--- src/rtl/fetch_ctl.sv ---
// Instruction-fetch controller: owns the PC and drives the stalling instruction-memory
// handshake. It keeps a one-entry skid buffer and loads the IF/ID register that feeds decode.
module fetch_ctl #(
    parameter logic [15:0] RESET_PC  = 16'h0000,
    parameter logic [15:0] NOP_INSTR = 16'h0800
) (
    input  logic        clk,
    input  logic        rst,
    input  logic        stall,
    input  logic        PCSrc,
    input  logic [15:0] Branch_PC,
    input  logic        Halt,
    output logic [15:0] imem_addr,
    output logic        imem_rd,
    input  logic        imem_stall,
    input  logic        imem_done,
    input  logic [15:0] imem_data,
    output logic [15:0] instruct,
    output logic [15:0] PCInc,
    output logic        if_valid,
    output logic        halted,
    output logic        err
);

    typedef enum logic [1:0] {S_REQ, S_WAIT, S_FULL, S_HALTED} state_t;

    state_t      state, state_next;
    logic [15:0] pc;
    logic [15:0] pc_inc;
    logic [15:0] skid_instr;
    logic [15:0] skid_pcinc;
    logic        squash;
    logic        live;
    logic        accept;
    logic        deliver;
    logic        redir;
    logic        hlt;
    logic        outstanding;
    logic        err_evt;

    assign pc_inc    = pc + 16'd2;
    assign imem_addr = pc;

    // A squashed response never counts as a delivery; it only returns the FSM to REQ.
    assign live        = (state != S_HALTED);
    assign accept      = (state == S_REQ) & ~imem_stall;
    assign deliver     = (accept & imem_done) | ((state == S_WAIT) & imem_done & ~squash);
    assign redir       = live & PCSrc & if_valid & ~stall;
    assign hlt         = live & Halt & if_valid & ~stall & ~PCSrc;
    assign outstanding = ~imem_done & (accept | (state == S_WAIT));
    assign err_evt     = imem_done & (((state == S_REQ) & imem_stall) |
                                      (state == S_FULL) |
                                      ((state == S_HALTED) & ~squash));

    always_ff @(posedge clk or negedge rst) begin
        if (!rst) begin
            state <= S_REQ;
        end else begin
            state <= state_next;
        end
    end

    always_comb begin
        state_next = state;
        if (state == S_HALTED) begin
            state_next = S_HALTED;
        end else if (hlt) begin
            state_next = S_HALTED;
        end else if (redir) begin
            state_next = outstanding ? S_WAIT : S_REQ;
        end else begin
            case (state)
                S_REQ: begin
                    if (accept) begin
                        if (!imem_done)  state_next = S_WAIT;
                        else if (stall)  state_next = S_FULL;
                        else             state_next = S_REQ;
                    end
                end
                S_WAIT: begin
                    if (imem_done) state_next = (squash | ~stall) ? S_REQ : S_FULL;
                end
                S_FULL: begin
                    if (!stall) state_next = S_REQ;
                end
                default: state_next = state;
            endcase
        end
    end

    always_comb begin
        imem_rd = (state == S_REQ);
        halted  = (state == S_HALTED);
    end

    // Redirect and halt both flush IF/ID; squash remembers a response still in flight.
    always_ff @(posedge clk or negedge rst) begin
        if (!rst) begin
            pc         <= RESET_PC;
            instruct   <= NOP_INSTR;
            PCInc      <= 16'h0000;
            if_valid   <= 1'b0;
            squash     <= 1'b0;
            skid_instr <= NOP_INSTR;
            skid_pcinc <= 16'h0000;
            err        <= 1'b0;
        end else begin
            err <= err | err_evt;
            if (hlt | redir) begin
                squash   <= outstanding;
                instruct <= NOP_INSTR;
                if_valid <= 1'b0;
                if (redir) pc <= Branch_PC;
            end else begin
                if (imem_done && (state == S_WAIT || state == S_HALTED)) squash <= 1'b0;
                if (deliver) pc <= pc_inc;
                if (deliver && stall) begin
                    skid_instr <= imem_data;
                    skid_pcinc <= pc_inc;
                end
                if (!stall) begin
                    if (deliver) begin
                        instruct <= imem_data;
                        PCInc    <= pc_inc;
                        if_valid <= 1'b1;
                    end else if (state == S_FULL) begin
                        instruct <= skid_instr;
                        PCInc    <= skid_pcinc;
                        if_valid <= 1'b1;
                    end else begin
                        instruct <= NOP_INSTR;
                        if_valid <= 1'b0;
                    end
                end
            end
        end
    end

endmodule

--- config.mk ---
export PLATFORM = sky130hd
export DESIGN_NAME = fetch_ctl
export DESIGN_NICKNAME = d
export VERILOG_FILES = /design/src/rtl/fetch_ctl.sv
export SDC_FILE = /design/constraint.sdc
export NUM_CORES = 1
export LEC_CHECK = 0
export ABC_AREA = 1
export CORE_ASPECT_RATIO = 1.5
export CORE_MARGIN = 5
export CORE_UTILIZATION = 40
export DETAILED_ROUTE_END_ITERATION = 8
export PLACE_DENSITY = 0.75
export SYNTH_ARGS = -nofsm -noshare
export SYNTH_HDL_FRONTEND = slang
export SYNTH_SLANG_ARGS = --single-unit
--- constraint.sdc ---
create_clock -name clk -period 2.05 [get_ports clk]
set_input_delay 0.5125 -clock clk [delete_from_list [all_inputs] [get_ports clk]]
set_output_delay 0.5125 -clock clk [all_outputs]
set_load 0.01 [all_outputs]
==> results of run 1 <==
==> final cells by class <==
| cell class | count | area, um2 |
|---|---|---|
| timing repair buffer | 108 | 1070 |
| multi-input combinational | 444 | 1990 |
| clock inverter | 7 | 98.8 |
| tap | 147 | 184 |
| sequential | 85 | 2130 |
| inverter | 47 | 181 |
| fill | 999 | 5120 |
| clock buffer | 9 | 225 |
==> power by group through the flow <==
stage / Combinational, W / Clock [W] / Sequential, W
global route: 0.00406 / 0.00184 / 0.00308
finish: 0.00360 / 0.00174 / 0.00298
floorplan: 0.00197 / 0 / 0.00304
global placement: 0.00350 / 0 / 0.00294
detailed placement: 0.00361 / 0 / 0.00298
CTS: 0.00363 / 0.00178 / 0.00297
==> state kept, by name, summed over array words and instances (netlist names) <==
| signal | flops |
|---|---|
| PCInc | 16 |
| skid_pcinc | 16 |
| squash | 1 |
| instruct | 16 |
| if_valid | 1 |
| state | 2 |
| err | 1 |
| skid_instr | 16 |
| imem_addr | 16 |
==> what timing repair did <==
item                                    CTS  global route
hold buffers                              0             0
endpoints found under the setup margin    2             3
resized for setup                         4             2
buffers inserted                          0             0
==> path summary, 6_finish.rpt <==
kind,end,slack (ps)
setup / recovery,imem_addr[1],90
hold / removal,instruct[6],120
setup reg to reg,imem_addr[15],240
hold reg to reg,skid_pcinc[9],470
max in group asynchronous,skid_instr[11],1300
min in group clk,skid_pcinc[9],470
==> metal layers <==
layer | wire [um] | up-vias | GRT usage [%]
li1 | - | 2099 | -
met1 | 4740 | 1952 | 22.1
met2 | 5790 | 150 | 30.1
met3 | 631 | 30 | 2.44
met4 | 351 | 0 | 8.32
met5 | 0 | - | 0
==> metrics by stage <==
| step | util (%) | TNS [ps] |
|---|---|---|
| 2_1_floorplan | - | 0 |
| 3_3_place_gp | 50.4 | -227 |
| 3_5_place_dp | 50.4 | -1660 |
| 4_1_cts | 53.4 | 0 |
| 5_1_grt | 53.4 | 0 |
| 6_report | 53.4 | 0 |
==> cell families after synthesis <==
group | share of synthesized area [%]
AND/OR/NAND/NOR | 34.4
flip-flops | 47.9
buffers and inverters | 7.71
AO/OA/AOI/OAI | 7.99
adder cells (fa/ha/maj) | 1.41
XOR/XNOR | 0.591
==> cells in the mapped netlist, types with 2 or more instances <==
master    number  area share, %
clkbuf_1       5           0.42
nand3b_1       3           0.51
dfrtp_1       83             47
buf_2         14            1.6
or2_0          3           0.42
ha_1           5            1.4
buf_6          6            1.5
nand4_1        5           0.70
nor2_1        31            2.6
o211ai_1      14            2.4
dfstp_2        2            1.2
nand2_1      268             23
xor2_1         3           0.59
o21a_1         2           0.34
o21ai_0       29            3.3
inv_2          5           0.42
inv_1         41            3.5
nand3_1       60            6.8
a21oi_1        3           0.34
o21ai_1       12            1.4
==> results.cfg, run 1 <==
[status]
status = finished, final reports clean

[cells_and_area]
fin_area_um2 = 5870
layout.nets = 739
final_common_cell = nand2_1
final_cell_mix = nand2_1 (268), clkdlybuf4s50_1 (87), dfrtp_1 (83)
finalNonFillerCells = 847
drive_gt1_share_pct = 7.00
synthToLayoutAreaGrowth_pct = 32.1
antennaDiodeCount = 0

[placement]
dp_cells = 831
placed_area_um2 = 5540
portBuffers = 90
dp.final_hpwl_um = 8610
dp_slack_ps = -123
gp_congestion = 0.866

[power_and_ir_drop]
peakVddDrop_v = 0.000552
powerDensity_nw_per_um2 = 1420
pwr-share-seq_pct = 35.8
total_power_w = 0.00833
switchingPower_w = 0.00319
leakage_nw = 2.96
p_clk_share_pct = 20.9
intPower_w = 0.00514
p_sw_share_pct = 38.3
p_comb_share_pct = 43.3

[critical_path]
worst-path-buf-inv = 1
critical_path_class = reg -> out
r2r_start = imem_addr[1]
crit_fanout = 8
endpoint_kind = output port
path_depth = 1
arrival_ps = 1450
crit_family = buffers and inverters
reg2reg_depth = 8
cp-startpoint = imem_addr[1]
cp_cell_sequence = clkdlybuf4s50_1
slowest_stage = clkdlybuf4s50_1
critPathLaunchType = register
max_stage_delay_ps = 600
required_ps = 1540

[die]
die_w_um = 96.1
ioPinCount = 91
initial_core_util_pct = 40.4
fp.dieH_um = 139
dieArea_um2 = 13400
core.rowCount = 47
core_area_um2 = 11000

[synthesis]
ys_seq_area_share_pct = 47.9
synth.cell_area_um2 = 4450
synth_ff_type = dfrtp_1
synthesis.nets = 646
syn-instance-count = 602
synth_warnings = 0
synth_seq_cells = 85
synth_edf_count = 0
ys_types = 28
synth.avg_cell_area_um2 = 7.39
async_flop_share_pct = 100

[timing]
fmax_mhz = 509
whs_ps = 115
rsz0062_at_grt = false
setup_viol = 0
relSlewSlack_pct = 70.7
layout_min_cycle_time_ps = 1960
hold_viol_final = 0
slew_violations = 0
finalCritPeriodShare_pct = 95.8
fin_worst_skew_ps = 8.52
fin_ws_ps = 86.3
tightestPinTransition_ps = 439

[route]
drt_wl_total_um = 11500
via_count = 4231
wire_per_inst_um = 13.6
vias_per_cell = 5.00
firstDrtPassIters = 5
drc = 0
postRouteAntennaNets = 0
drt-initial-drc-count = 252

[grt]
overflow = 0
grt_pass1_wl_um = 19300
grt_max_degree = 40
antenna_found_initial = 0
grt_pass1_vias = 4254
grtUsageTotal_pct = 17.9

[clock_network]
cts-root-buf = clkbuf_16
tritoncts = yes
numCtsBuffers = 9
worstSkewPairLatency_ps = 340
path_clk_slew_ps = 60
h-tree-depth = 3
cts_max_path_buffers = 2
clock-sinks = 85

[run]
drv_cap = 0

[hold_path]
hold_path_class = in -> async
Note: power is estimated with default switching activity, not from simulation.
==> run 2, diff against run 1 <==
- RECOVER_POWER: default -> 25
==> results.cfg, run 2 (synthesis results as in run 1) <==
[status]
status = finished, final reports clean

[critical_path]
path_depth = 1
worst-path-buf-inv = 1
critical_path_class = reg -> out
timing.rr.end = imem_addr[15]
slowest_stage = clkdlybuf4s50_1
required_ps = 1540
cp_cell_sequence = clkdlybuf4s50_1
reg2reg_depth = 8
r2r_start = imem_addr[1]
critPathLaunchType = register
crit_fanout = 8
endpoint_kind = output port
reg2reg_slack_ps = 250
crit_family = buffers and inverters
arrival_ps = 1440
max_stage_delay_ps = 600

[timing]
setup_viol = 0
whs_ps = 252
rsz0062_at_grt = false
finalCritPeriodShare_pct = 95.4
fin_worst_skew_ps = 8.92
hold_viol_final = 0
fmax_mhz = 511
layout_min_cycle_time_ps = 1960
relSlewSlack_pct = 43.1
slew_violations = 0
tightestPinTransition_ps = 854
setup_tns_ps = 0
fin_ws_ps = 93.9

[placement]
portBuffers = 90
dp.final_hpwl_um = 8610
gp_congestion = 0.866
dp_slack_ps = -123
dp_cells = 831

[route]
drt_wl_total_um = 11400
drc = 0
wire_per_inst_um = 13.5
postRouteAntennaNets = 0
firstDrtPassIters = 4
via_count = 4205
vias_per_cell = 4.96
drt-initial-drc-count = 232

[cells_and_area]
finalCoreUtilization_pct = 53.2
drive_gt1_share_pct = 6.86
seqCellArea_um2 = 2130
synthToLayoutAreaGrowth_pct = 31.6
finalNonFillerCells = 847
final_common_cell = nand2_1
layout.nets = 739
antennaDiodeCount = 0
num-fill-cells = 1002
multi_input_area_um2 = 1990
final_cell_mix = nand2_1 (268), clkdlybuf4s50_1 (87), dfrtp_1 (83)

[die]
core_area_um2 = 11000
initial_core_util_pct = 40.4
dieArea_um2 = 13400
core.rowCount = 47
fp.dieH_um = 139
ioPinCount = 91
die_w_um = 96.1

[power_and_ir_drop]
leakage_nw = 2.95
peakVddDrop_v = 0.000553
powerDensity_nw_per_um2 = 1420

[clock_network]
numCtsBuffers = 9
h-tree-depth = 3
path_clk_slew_ps = 60
post_cts_buffers = 0
clock-sinks = 85
tritoncts = yes
worstSkewPairLatency_ps = 340
cts_max_path_buffers = 2
cts-root-buf = clkbuf_16

[grt]
grt_max_degree = 40
grt_pass1_wl_um = 19300
grt_pass1_vias = 4254
overflow = 0
grtUsageTotal_pct = 17.9
antenna_found_initial = 0

[hold_path]
hold_path_class = in -> async

[run]
drv_cap = 0
run 2: how the worst max path moves through the flow:
stage                          end  slack, ps         start
floorplan           skid_pcinc[15]        450      state[0]
CTS                   imem_addr[1]         80  imem_addr[1]
detailed placement    imem_addr[6]       -120         stall
global placement      imem_addr[8]        -50         stall
finish                imem_addr[1]         90  imem_addr[1]
global route               imem_rd         40      state[0]
run 2: final cells by class:
class,instances,area share (%)
flip-flops and latches,85,36.4
multi-input cells,444,33.9
repair buffers,108,17.9
clock buffers,9,3.85
well taps,147,3.14
inverters,47,3.10
clock inverters,7,1.69
run 2: worst reg2reg max path, delay by kind of cell (launching register included):
family	cells	cell delay, ps
fa+ha+maj	1	270
flops	1	510
simple gates	7	930
run 2: what timing repair did:
item,CTS,global route
resized for setup,4,2
endpoints found under the setup margin,2,3
hold buffers,0,0
run 2: power breakdown:
| group | switching [W] | leakage [nW] | internal [W] | total (W) |
|---|---|---|---|---|
| clock | 0.000664 | 0.156 | 0.00107 | 0.00174 |
| combinational | 0.00195 | 1.70 | 0.00164 | 0.00359 |
| sequential | 0.000561 | 1.09 | 0.00242 | 0.00298 |
| total | 0.00317 | 2.95 | 0.00513 | 0.00831 |
run 2: stage by stage:
stage / instance area [um2] / total power [W]
3_3_place_gp: 5540 / 0.00645
6_report: 5850 / 0.00831
3_5_place_dp: 5540 / 0.00660
4_1_cts: 5870 / 0.00838
2_1_floorplan: 4450 / 0.00501
5_1_grt: 5850 / 0.00898
run 2: metal layers:
layer  global-route usage (%)  up-vias  routed length (um)
met5                        0        -                   0
li1                         -     2101                   -
met3                     2.44       31                 582
met2                     30.1      134                5730
met1                     22.1     1939                4740
met4                     8.32        0                 350
